===== src/rtl/apb_reg_slave_pkg.sv =====
// apb_reg_slave_pkg -- shared types and constants for the APB register slave.
//   apb_state_e : transfer FSM states (IDLE / ACCESS)
//   reg_idx_e   : register index decoded from PADDR[4:2]
//   decode widths and the wait-counter width
package apb_reg_slave_pkg;

  typedef enum logic {
    ST_IDLE   = 1'b0,
    ST_ACCESS = 1'b1
  } apb_state_e;

  typedef enum logic [2:0] {
    REG_CTRL     = 3'd0,
    REG_STATUS   = 3'd1,
    REG_IRQ_PEND = 3'd2,
    REG_IRQ_MASK = 3'd3,
    REG_SCRATCH0 = 3'd4,
    REG_SCRATCH1 = 3'd5,
    REG_SCRATCH2 = 3'd6,
    REG_SCRATCH3 = 3'd7
  } reg_idx_e;

  localparam int DATA_W    = 32;
  localparam int ADDR_W    = 32;
  localparam int NUM_REGS  = 8;
  localparam int IDX_LSB   = 2;   // PADDR[1:0] are byte lanes and ignored
  localparam int IDX_MSB   = 4;
  localparam int DEC_MSB   = 11;  // highest decoded address bit
  localparam int UNMAP_LSB = 5;   // PADDR[11:5] != 0 is outside the register block
  localparam int CNT_W     = 4;   // wait counter holds 0..15

endpackage


===== src/rtl/apb_reg_slave_if.sv =====
// apb_reg_slave_if -- APB completer-side bus bundle.
//   psel_en, PENABLE, PWRITE, PADDR, PWDATA : requester -> completer
//   PRDATA, PREADY, PSLVERR                 : completer -> requester
// Handshake: the requester holds psel_en=1 with PENABLE=0 for one setup
// cycle, then raises PENABLE and keeps every request signal stable until
// it samples PREADY=1 at a rising edge; that edge ends the transfer.
// PRDATA and PSLVERR are meaningful only while PREADY=1.
interface apb_reg_slave_if;
  import apb_reg_slave_pkg::*;

  logic              psel_en;
  logic              PENABLE;
  logic              PWRITE;
  logic [ADDR_W-1:0] PADDR;
  logic [DATA_W-1:0] PWDATA;
  logic [DATA_W-1:0] PRDATA;
  logic              PREADY;
  logic              PSLVERR;

  modport master (
    output psel_en, PENABLE, PWRITE, PADDR, PWDATA,
    input  PRDATA, PREADY, PSLVERR
  );

  modport slave (
    input  psel_en, PENABLE, PWRITE, PADDR, PWDATA,
    output PRDATA, PREADY, PSLVERR
  );

endinterface


===== src/rtl/apb_reg_slave.sv =====
// apb_reg_slave -- APB completer with eight 32-bit registers.
//   clk, rst   : clock, asynchronous active-high reset
//   bus        : APB slave modport (apb_reg_slave_if)
//   status_in  : hardware status, read-only at index 1
//   event_in   : per-bit event pulses setting IRQ_PEND bits
//   ctrl_out   : CTRL register contents
//   wr_strobe  : one-cycle pulse per register index after a write commits
//   irq        : registered OR of (IRQ_PEND & IRQ_MASK)
//   state      : current FSM state, for observation
// Build option: define APB_REG_SLAVE_WAIT_EN to insert WAIT_CYCLES access
// wait states; otherwise every transfer completes on its first access cycle.
module apb_reg_slave
  import apb_reg_slave_pkg::*;
#(
  parameter int WAIT_CYCLES = 2
) (
  input  logic              clk,
  input  logic              rst,
  apb_reg_slave_if.slave    bus,
  input  logic [DATA_W-1:0] status_in,
  input  logic [DATA_W-1:0] event_in,
  output logic [DATA_W-1:0] ctrl_out,
  output logic [NUM_REGS-1:0] wr_strobe,
  output logic              irq,
  output apb_state_e        state
);

  if (WAIT_CYCLES < 0 || WAIT_CYCLES > 15) begin : g_wait_range_check
    $error("apb_reg_slave: WAIT_CYCLES must be within 0..15");
  end

  apb_state_e state_q, state_d;
  reg_idx_e   idx;
  logic       unmapped, access_ok, ready, err, commit;
  logic [DATA_W-1:0] rd_data;
  logic [DATA_W-1:0] ctrl_q, pend_q, mask_q;
  logic [DATA_W-1:0] scratch_q [4];
  logic [DATA_W-1:0] w1c_mask;
  logic unused_addr;

  assign state       = state_q;
  assign idx         = reg_idx_e'(bus.PADDR[IDX_MSB:IDX_LSB]);
  assign unmapped    = |bus.PADDR[DEC_MSB:UNMAP_LSB];
  assign access_ok   = (state_q == ST_ACCESS) && bus.psel_en && bus.PENABLE;
  assign unused_addr = ^{bus.PADDR[ADDR_W-1:DEC_MSB+1], bus.PADDR[IDX_LSB-1:0]};

`ifdef APB_REG_SLAVE_WAIT_EN
  localparam logic [CNT_W-1:0] WAIT_LOAD = CNT_W'(WAIT_CYCLES);
  logic [CNT_W-1:0] cnt_q;

  assign ready = access_ok && (cnt_q == '0);

  // Loaded at the setup edge, then counts down once per ACCESS cycle.
  always_ff @(posedge clk or posedge rst) begin
    if (rst) begin
      cnt_q <= '0;
    end else if (state_q == ST_IDLE && bus.psel_en && !bus.PENABLE) begin
      cnt_q <= WAIT_LOAD;
    end else if (state_q == ST_ACCESS && cnt_q != '0) begin
      cnt_q <= cnt_q - 1'b1;
    end
  end
`else
  assign ready = access_ok;
`endif

  // Unmapped addresses and writes to read-only STATUS complete with an error.
  assign err    = unmapped || (bus.PWRITE && idx == REG_STATUS);
  assign commit = ready && bus.PWRITE && !err;

  // FSM: state register
  always_ff @(posedge clk or posedge rst) begin
    if (rst) state_q <= ST_IDLE;
    else     state_q <= state_d;
  end

  // FSM: next state. Dropping psel_en or PENABLE before PREADY aborts.
  always_comb begin
    state_d = state_q;
    unique case (state_q)
      ST_IDLE:   if (bus.psel_en && !bus.PENABLE) state_d = ST_ACCESS;
      ST_ACCESS: if (ready || !(bus.psel_en && bus.PENABLE)) state_d = ST_IDLE;
      default:   state_d = ST_IDLE;
    endcase
  end

  // FSM: outputs
  always_comb begin
    bus.PREADY  = ready;
    bus.PSLVERR = ready && err;
    bus.PRDATA  = '0;
    if (ready && !bus.PWRITE && !unmapped) bus.PRDATA = rd_data;
  end

  always_comb begin
    rd_data = '0;
    unique case (idx)
      REG_CTRL:     rd_data = ctrl_q;
      REG_STATUS:   rd_data = status_in;
      REG_IRQ_PEND: rd_data = pend_q;
      REG_IRQ_MASK: rd_data = mask_q;
      default:      rd_data = scratch_q[bus.PADDR[IDX_LSB+1:IDX_LSB]];
    endcase
  end

  assign w1c_mask = (commit && idx == REG_IRQ_PEND) ? bus.PWDATA : '0;

  always_ff @(posedge clk or posedge rst) begin
    if (rst) begin
      ctrl_q    <= '0;
      pend_q    <= '0;
      mask_q    <= '0;
      for (int i = 0; i < 4; i++) scratch_q[i] <= '0;
      wr_strobe <= '0;
      irq       <= 1'b0;
    end else begin
      // Events are ORed in after the clear, so a coincident event wins.
      pend_q    <= (pend_q & ~w1c_mask) | event_in;
      wr_strobe <= commit ? (NUM_REGS'(1) << idx) : '0;
      irq       <= |(pend_q & mask_q);
      if (commit) begin
        unique case (idx)
          REG_CTRL:     ctrl_q <= bus.PWDATA;
          REG_IRQ_MASK: mask_q <= bus.PWDATA;
          REG_SCRATCH0, REG_SCRATCH1, REG_SCRATCH2, REG_SCRATCH3:
            scratch_q[bus.PADDR[IDX_LSB+1:IDX_LSB]] <= bus.PWDATA;
          default: ;
        endcase
      end
    end
  end

  assign ctrl_out = ctrl_q;

endmodule


===== src/flat_wrapper.sv =====
// flat-port wrapper written by rule: the top's interface ports become plain ports
module apb_reg_slave_flat import apb_reg_slave_pkg::*;
#(
  parameter int WAIT_CYCLES = 2
)
  (clk, rst, status_in, event_in, ctrl_out, wr_strobe, irq, state, bus_psel_en, bus_PENABLE, bus_PWRITE, bus_PADDR, bus_PWDATA, bus_PRDATA, bus_PREADY, bus_PSLVERR);
  apb_reg_slave_if bus_i ();
  input  logic clk;
  input  logic rst;
  input  logic [DATA_W-1:0] status_in;
  input  logic [DATA_W-1:0] event_in;
  output logic [DATA_W-1:0] ctrl_out;
  output logic [NUM_REGS-1:0] wr_strobe;
  output logic irq;
  output apb_state_e state;
  input wire logic [$bits(bus_i.psel_en)-1:0] bus_psel_en;
  input wire logic [$bits(bus_i.PENABLE)-1:0] bus_PENABLE;
  input wire logic [$bits(bus_i.PWRITE)-1:0] bus_PWRITE;
  input wire logic [$bits(bus_i.PADDR)-1:0] bus_PADDR;
  input wire logic [$bits(bus_i.PWDATA)-1:0] bus_PWDATA;
  output wire logic [$bits(bus_i.PRDATA)-1:0] bus_PRDATA;
  output wire logic [$bits(bus_i.PREADY)-1:0] bus_PREADY;
  output wire logic [$bits(bus_i.PSLVERR)-1:0] bus_PSLVERR;
  assign bus_i.psel_en = bus_psel_en;
  assign bus_i.PENABLE = bus_PENABLE;
  assign bus_i.PWRITE = bus_PWRITE;
  assign bus_i.PADDR = bus_PADDR;
  assign bus_i.PWDATA = bus_PWDATA;
  assign bus_PRDATA = bus_i.PRDATA;
  assign bus_PREADY = bus_i.PREADY;
  assign bus_PSLVERR = bus_i.PSLVERR;
  apb_reg_slave #(.WAIT_CYCLES(WAIT_CYCLES)) u_core (.clk(clk), .rst(rst), .bus(bus_i), .status_in(status_in), .event_in(event_in), .ctrl_out(ctrl_out), .wr_strobe(wr_strobe), .irq(irq), .state(state));
endmodule

===== config.mk =====
export PLATFORM = sky130hd
export DESIGN_NAME = apb_reg_slave_flat
export DESIGN_NICKNAME = d
export VERILOG_FILES = /design/src/rtl/apb_reg_slave_pkg.sv /design/src/rtl/apb_reg_slave_if.sv /design/src/rtl/apb_reg_slave.sv /design/src/flat_wrapper.sv
export SDC_FILE = /design/constraint.sdc
export NUM_CORES = 1
export LEC_CHECK = 0
export CORE_MARGIN = 3
export CORE_UTILIZATION = 45
export DETAILED_ROUTE_END_ITERATION = 16
export PLACE_DENSITY = 0.72
export SLEW_MARGIN = 20
export SYNTH_ARGS = -nofsm -noshare
export SYNTH_HDL_FRONTEND = slang
export SYNTH_SLANG_ARGS = --single-unit

===== constraint.sdc =====
create_clock -name clk -period 9.5 [get_ports clk]
set_input_delay 1.9 -clock clk [delete_from_list [all_inputs] [get_ports clk]]
set_output_delay 1.9 -clock clk [all_outputs]
set_load 0.01 [all_outputs]

==> flow_metrics.env, run 1 <==
export IMPL_outcome="complete, no violations"
export IMPL_worstPathCellList="clkdlybuf4s50_1, nand3_1, clkinv_1, nand4b_1, buf_4, nor2_1, clkdlybuf4s50_1"
export IMPL_max_stage_delay_ns=0.70
export IMPL_synth_warning_count=0
export IMPL_yosysUniqueCellTypes=29
export IMPL_numPortBuffers=186
export IMPL_synthArstFlopShare_pct=100
export IMPL_htreeDepth=1
export IMPL_min_to="u_core.state"
export IMPL_path_class="input port to output pin"
export IMPL_min_delay_start="u_core.state"
export IMPL_maxSlewViolCount=0
export IMPL_synth_area_top_cells="dfrtp_1 54%, mux2_2 20%, mux4_2 13%, mux2i_1 2.9%, nor2_1 2.2%"
export IMPL_dp_hpwl_um=18600
export IMPL_vias=7156
export IMPL_end_kind="output pin"
export IMPL_avgViaCountPerCell=5.63
export IMPL_first_pass_iters=4
export IMPL_wl_um=28400
export IMPL_critPathTopFamily="buffers and inverters"
export IMPL_path_max_fanout=20
export IMPL_gp_congestion=0.775
export IMPL_r2r_end="u_core.scratch_q[27]"
export IMPL_clkLatencyLatePin_ns=0.52
export IMPL_slew_headroom_pct=29.2
export IMPL_drc_errors=0
export IMPL_crit_slowest_cell="nand4b_1"
export IMPL_crit_cells=7
export IMPL_r2r_cells=3
export IMPL_met3_length_um=1490
export IMPL_clock_fmax_ghz=0.145
export IMPL_cts_buffer_depth=3
export IMPL_cp_required_ns=7.60
export IMPL_nNetsFinal=1066
export IMPL_hp_class="flop to flop"
export IMPL_highest_signal_layer="met4"
export IMPL_finClkSkew_ns=0.00678
export IMPL_synth_nets=881
export IMPL_met1_length_um=12500
export IMPL_worst_path_buf_inv=4
export IMPL_rows=56
export IMPL_grt_pass1_wl_um=44800
export IMPL_grt_start_max_net_pins=90
export IMPL_setup_violations=0
export IMPL_max_cap_violations=0
export IMPL_layout_area_overhead_vs_synth_pct=28.2
export IMPL_postCtsSetupBuffers=0
export IMPL_path_clk_slew_ns=0.06
export IMPL_drt_iter0_drc=347
export IMPL_tightest_slew_ns=1.06
export IMPL_syn_inst=748
export IMPL_num_io_pins=209
export IMPL_cts_tree="yes"
export IMPL_drive_gt1_share_pct=33.8
export IMPL_ys_seq_area_share_pct=53.7
export IMPL_grt_pass1_vias=7518
export IMPL_die_area_mm2=0.0262
export IMPL_core_area_mm2=0.0237
export IMPL_start_util_pct=46.1
export IMPL_die_x_um=162
export IMPL_yosys_area_top_type_share_pct=53.7
export IMPL_ys_ff_latch=234
export IMPL_finalSetupTns_ns=0
export IMPL_synth_largest_area_cell="dfrtp_1"
export IMPL_cp_start_kind="input port"
export IMPL_p_leak_nw=6.48
export IMPL_grt_overflow=0
export IMPL_period_needed_ns=6.89
export IMPL_timing_final_crit_share_pct=72.6
export IMPL_power_density_mw_per_mm2=155
export IMPL_diodes=0
export IMPL_cts_root_buf="clkbuf_16"
export IMPL_grt_use_total_pct=22.0
export IMPL_cp_arrival_ns=4.99
export IMPL_ant_nets=0
export IMPL_synth_flop_cell="dfrtp_1"
export IMPL_wl_per_cell_um=22.3
export IMPL_cts_made_buffers=26
export IMPL_rsz0062_at_grt="no"
export IMPL_synth_commonest_cells="234 x dfrtp_1, 189 x mux2_2, 64 x mux4_2, 64 x nor2_1, 38 x inv_1"
export IMPL_die_h_um=162
export IMPL_place_ws_ns=2.67
export IMPL_syn_area_mm2=0.0109
export IMPL_whs_path_depth=1
export IMPL_cts_resized=0
export IMPL_yosysMostFrequentCell="dfrtp_1"
export IMPL_hold_viol=0
export IMPL_cts_sinks=234
export IMPL_avgSynthCellArea_um2=14.6
export IMPL_ctsHoldBuffers=0
export IMPL_wl_met2_um=13900
export IMPL_antenna_found_initial=0
export IMPL_cpMostUsedCell="clkdlybuf4s50_1"
export IMPL_peakVddDrop_uv=92.7
export IMPL_synth_edf_count=0
export IMPL_r2r_setup_slack_ns=6.85
export IMPL_r2r_start="u_core.state"
export IMPL_layout_setup_ws_ns=2.61
-- cell families (layout without fill, tap and decap cells) --
group / Yosys count / after routing / share of synthesized area, %
flip-flops: 234 / 234 / 53.7
AO/OA/AOI/OAI: 49 / 49 / 2.99
AND/OR/NAND/NOR: 92 / 92 / 4.12
buffers and inverters: 84 / 289 / 3.23
multiplexers: 288 / 288 / 36.0
other: 1 / 1 / 0.0344
-- power breakdown --
part / switching, mW / total (mW) / internal, mW
Clock: 0.400 / 1.02 / 0.616
Combinational: 0.0730 / 0.147 / 0.0743
Sequential: 0.000908 / 0.999 / 0.998
Total: 0.474 / 2.16 / 1.69
-- layout make-up --
type                    instances  area, um^2
inverters                      39         154
fillers                      1936        9690
clock inverters                 8        73.8
multi-input cells             430        4720
repair buffers                202        1970
well taps                     319         399
flip-flops and latches        234        5860
clock buffers                  40         815
-- through the flow --
step           cell area [um^2]  power (mW)  std cells  util, %  hold slack, ns
2_1_floorplan             10900        1.09        748        -           0.459
3_3_place_gp              13100        1.17       1224     55.3           0.454
4_1_cts                   14000        2.18       1272     59.1           0.466
3_5_place_dp              13100        1.17       1224     55.3           0.458
5_1_grt                   14000        2.24       1272     59.1           0.505
6_report                  14000        2.16       1272     59.1           0.468
-- metal layers --
layer	vias up	track usage (%)
li1	3176	-
met1	3774	30.5
met2	172	37.0
met3	34	4.21
met4	0	3.96
met5	-	0
-- worst reg2reg max path, stage by stage (launching register included) --
cell and delay, ns:
dfrtp_1 0.37, nand3_1 0.35, or4_2 1.31, mux2_1 0.51
-- state kept, by name, summed over array words and instances (netlist names) --
register	count
u_core.scratch_q	128
u_core.state	1
u_core.pend_q	32
u_core.mask_q	32
u_core.wr_strobe	8
u_core.irq	1
u_core.ctrl_out	32
-- worst max path at each step --
| stage | to | startpoint | slack [ns] |
|---|---|---|---|
| CTS | bus_PRDATA[0] | bus_PENABLE | 2.65 |
| global placement | bus_PRDATA[0] | bus_PENABLE | 2.64 |
| floorplan | u_core.ctrl_out[0] | rst | 1.18 |
| detailed placement | bus_PRDATA[0] | bus_PENABLE | 2.67 |
| finish | bus_PRDATA[0] | bus_PENABLE | 2.61 |
| global route | bus_PRDATA[0] | bus_PENABLE | 2.49 |
-- placed cells by master, fill, tap and decap left out, types with 18 or more instances in the layout --
master | synthesis | layout
dfrtp_1 | 234 | 234
a31oi_1 | 33 | 33
mux4_2 | 64 | 64
buf_4 | 0 | 18
clkdlybuf4s50_1 | 0 | 183
nor2_1 | 64 | 64
inv_1 | 38 | 37
mux2_2 | 189 | 189
mux2i_1 | 32 | 32
clkbuf_16 | 0 | 27
(Power assumes the default switching activity.)
==> run 2: changes to the inputs <==
==> constraint.sdc (replaced) <==
create_clock -name clk -period 6.76 [get_ports clk]
set_input_delay 1.352 -clock clk [delete_from_list [all_inputs] [get_ports clk]]
set_output_delay 1.352 -clock clk [all_outputs]
set_load 0.01 [all_outputs]
==> flow_metrics.env, run 2 (synthesized netlist as in run 1, its figures left out) <==
export IMPL_path_class="input port to output pin"
export IMPL_tightest_slew_ns=1.08
export IMPL_regMostFlops="u_core.scratch_q"
export IMPL_power_density_mw_per_mm2=209
export IMPL_ctsHoldBuffers=0
export IMPL_dp_hpwl_um=18600
export IMPL_wl_per_cell_um=22.4
export IMPL_final_cell_mix="234 x dfrtp_1, 189 x mux2_2, 183 x clkdlybuf4s50_1, 64 x nor2_1, 64 x mux4_2"
export IMPL_first_pass_iters=4
export IMPL_cp_start_kind="input port"
export IMPL_utilization_pct=58.6
export IMPL_cts_resized=0
export IMPL_cts_sinks=234
export IMPL_instances_no_fill=1269
export IMPL_avgViaCountPerCell=5.68
export IMPL_largest_reg_flops=128
export IMPL_setup_violations=0
export IMPL_peakVddDrop_uv=140
export IMPL_r2r_setup_slack_ns=4.13
export IMPL_numPortBuffers=186
export IMPL_fin_area_mm2=0.0139
export IMPL_place_ws_ns=1.45
export IMPL_grt_start_max_net_pins=184
export IMPL_rows=56
export IMPL_max_cap_violations=0
export IMPL_cts_root_buf="clkbuf_16"
export IMPL_grt_use_total_pct=21.9
export IMPL_slew_headroom_pct=27.9
export IMPL_layout_setup_ws_ns=1.50
export IMPL_placed_area_mm2=0.0131
export IMPL_holdWs_ns=0.457
export IMPL_cp_required_ns=5.41
export IMPL_period_needed_ns=5.26
export IMPL_die_x_um=162
export IMPL_p_leak_nw=6.43
export IMPL_dp_cells=1225
export IMPL_wl_um=28500
export IMPL_vias=7203
export IMPL_mostFrequentLayoutCell="dfrtp_1"
export IMPL_cp_arrival_ns=3.91
export IMPL_path_clk_slew_ns=0.06
export IMPL_die_area_mm2=0.0262
export IMPL_clock_fmax_ghz=0.190
export IMPL_drive_gt1_share_pct=33.3
export IMPL_hold_viol=0
export IMPL_path_max_fanout=48
export IMPL_cts_made_buffers=25
export IMPL_diodes=0
export IMPL_finalSetupTns_ns=0
export IMPL_ant_nets=0
export IMPL_grt_pass1_vias=7567
export IMPL_grt_overflow=0
export IMPL_postCtsSetupBuffers=0
export IMPL_maxSlewViolCount=0
export IMPL_cts_tree="yes"
export IMPL_end_kind="output pin"
export IMPL_finClkSkew_ns=0.0133
export IMPL_core_area_mm2=0.0237
export IMPL_num_io_pins=209
export IMPL_die_h_um=162
export IMPL_layout_area_overhead_vs_synth_pct=27.2
export IMPL_total_power_mw=2.90
export IMPL_clkLatencyLatePin_ns=0.51
export IMPL_drt_iter0_drc=445
export IMPL_gp_congestion=0.789
export IMPL_drc_errors=0
export IMPL_cts_buffer_depth=3
export IMPL_outcome="complete, no violations"
export IMPL_hp_class="flop to flop"
export IMPL_htreeDepth=1
export IMPL_timing_final_crit_share_pct=77.8
export IMPL_start_util_pct=46.1
export IMPL_rsz0062_at_grt="no"
export IMPL_grt_pass1_wl_um=45000
export IMPL_antenna_found_initial=0
export IMPL_nNetsFinal=1066
==> run 2: cell count changes in the layout (fill, tap and decap cells not counted), sizes merged <==
cell      previous run  this run
buf                 19        20
bufinv               1         0
clkbuf              40        38
clkinvlp             2         1
==> run 2: cell type report <==
cell class / count / area (um^2)
clock buffer: 38 / 734
clock inverter: 6 / 33.8
fill: 1997 / 9800
inverter: 39 / 150
multi-input combinational: 430 / 4720
sequential: 234 / 5860
tap: 319 / 399
timing repair buffer: 203 / 1990
==> run 2: metal layers <==
metal	track usage, %	share of wire, %	up-vias
met3	2.70	5.5	31
li1	-	-	3164
met4	4.50	1.4	0
met2	36.8	49	213
met1	31.3	44	3795
met5	0	0	-
==> run 2: final timing paths <==
kind	startpoint	endpoint	cells after the start
setup / recovery	bus_PADDR[2]	bus_PRDATA[0]	6
hold / removal	u_core.state	u_core.state	1
setup reg to reg	u_core.state	u_core.scratch_q[27]	3
hold reg to reg	u_core.state	u_core.state	1
max in group asynchronous	rst	u_core.pend_q[11]	4
min in group asynchronous	rst	u_core.scratch_q[119]	3
==> run 2: power by group <==
part           internal, mW  switching [mW]  total (mW)
logic                 0.105           0.103       0.208
registers              1.40         0.00119        1.40
clock network         0.746           0.537        1.28
==> run 2: worst max-delay path, stage by stage <==
cell             delay (ns)
buf_4                  0.70
buf_4                  0.50
mux4_2                 0.54
mux2i_1                0.24
nor2_1                 0.06
clkdlybuf4s50_1        0.49
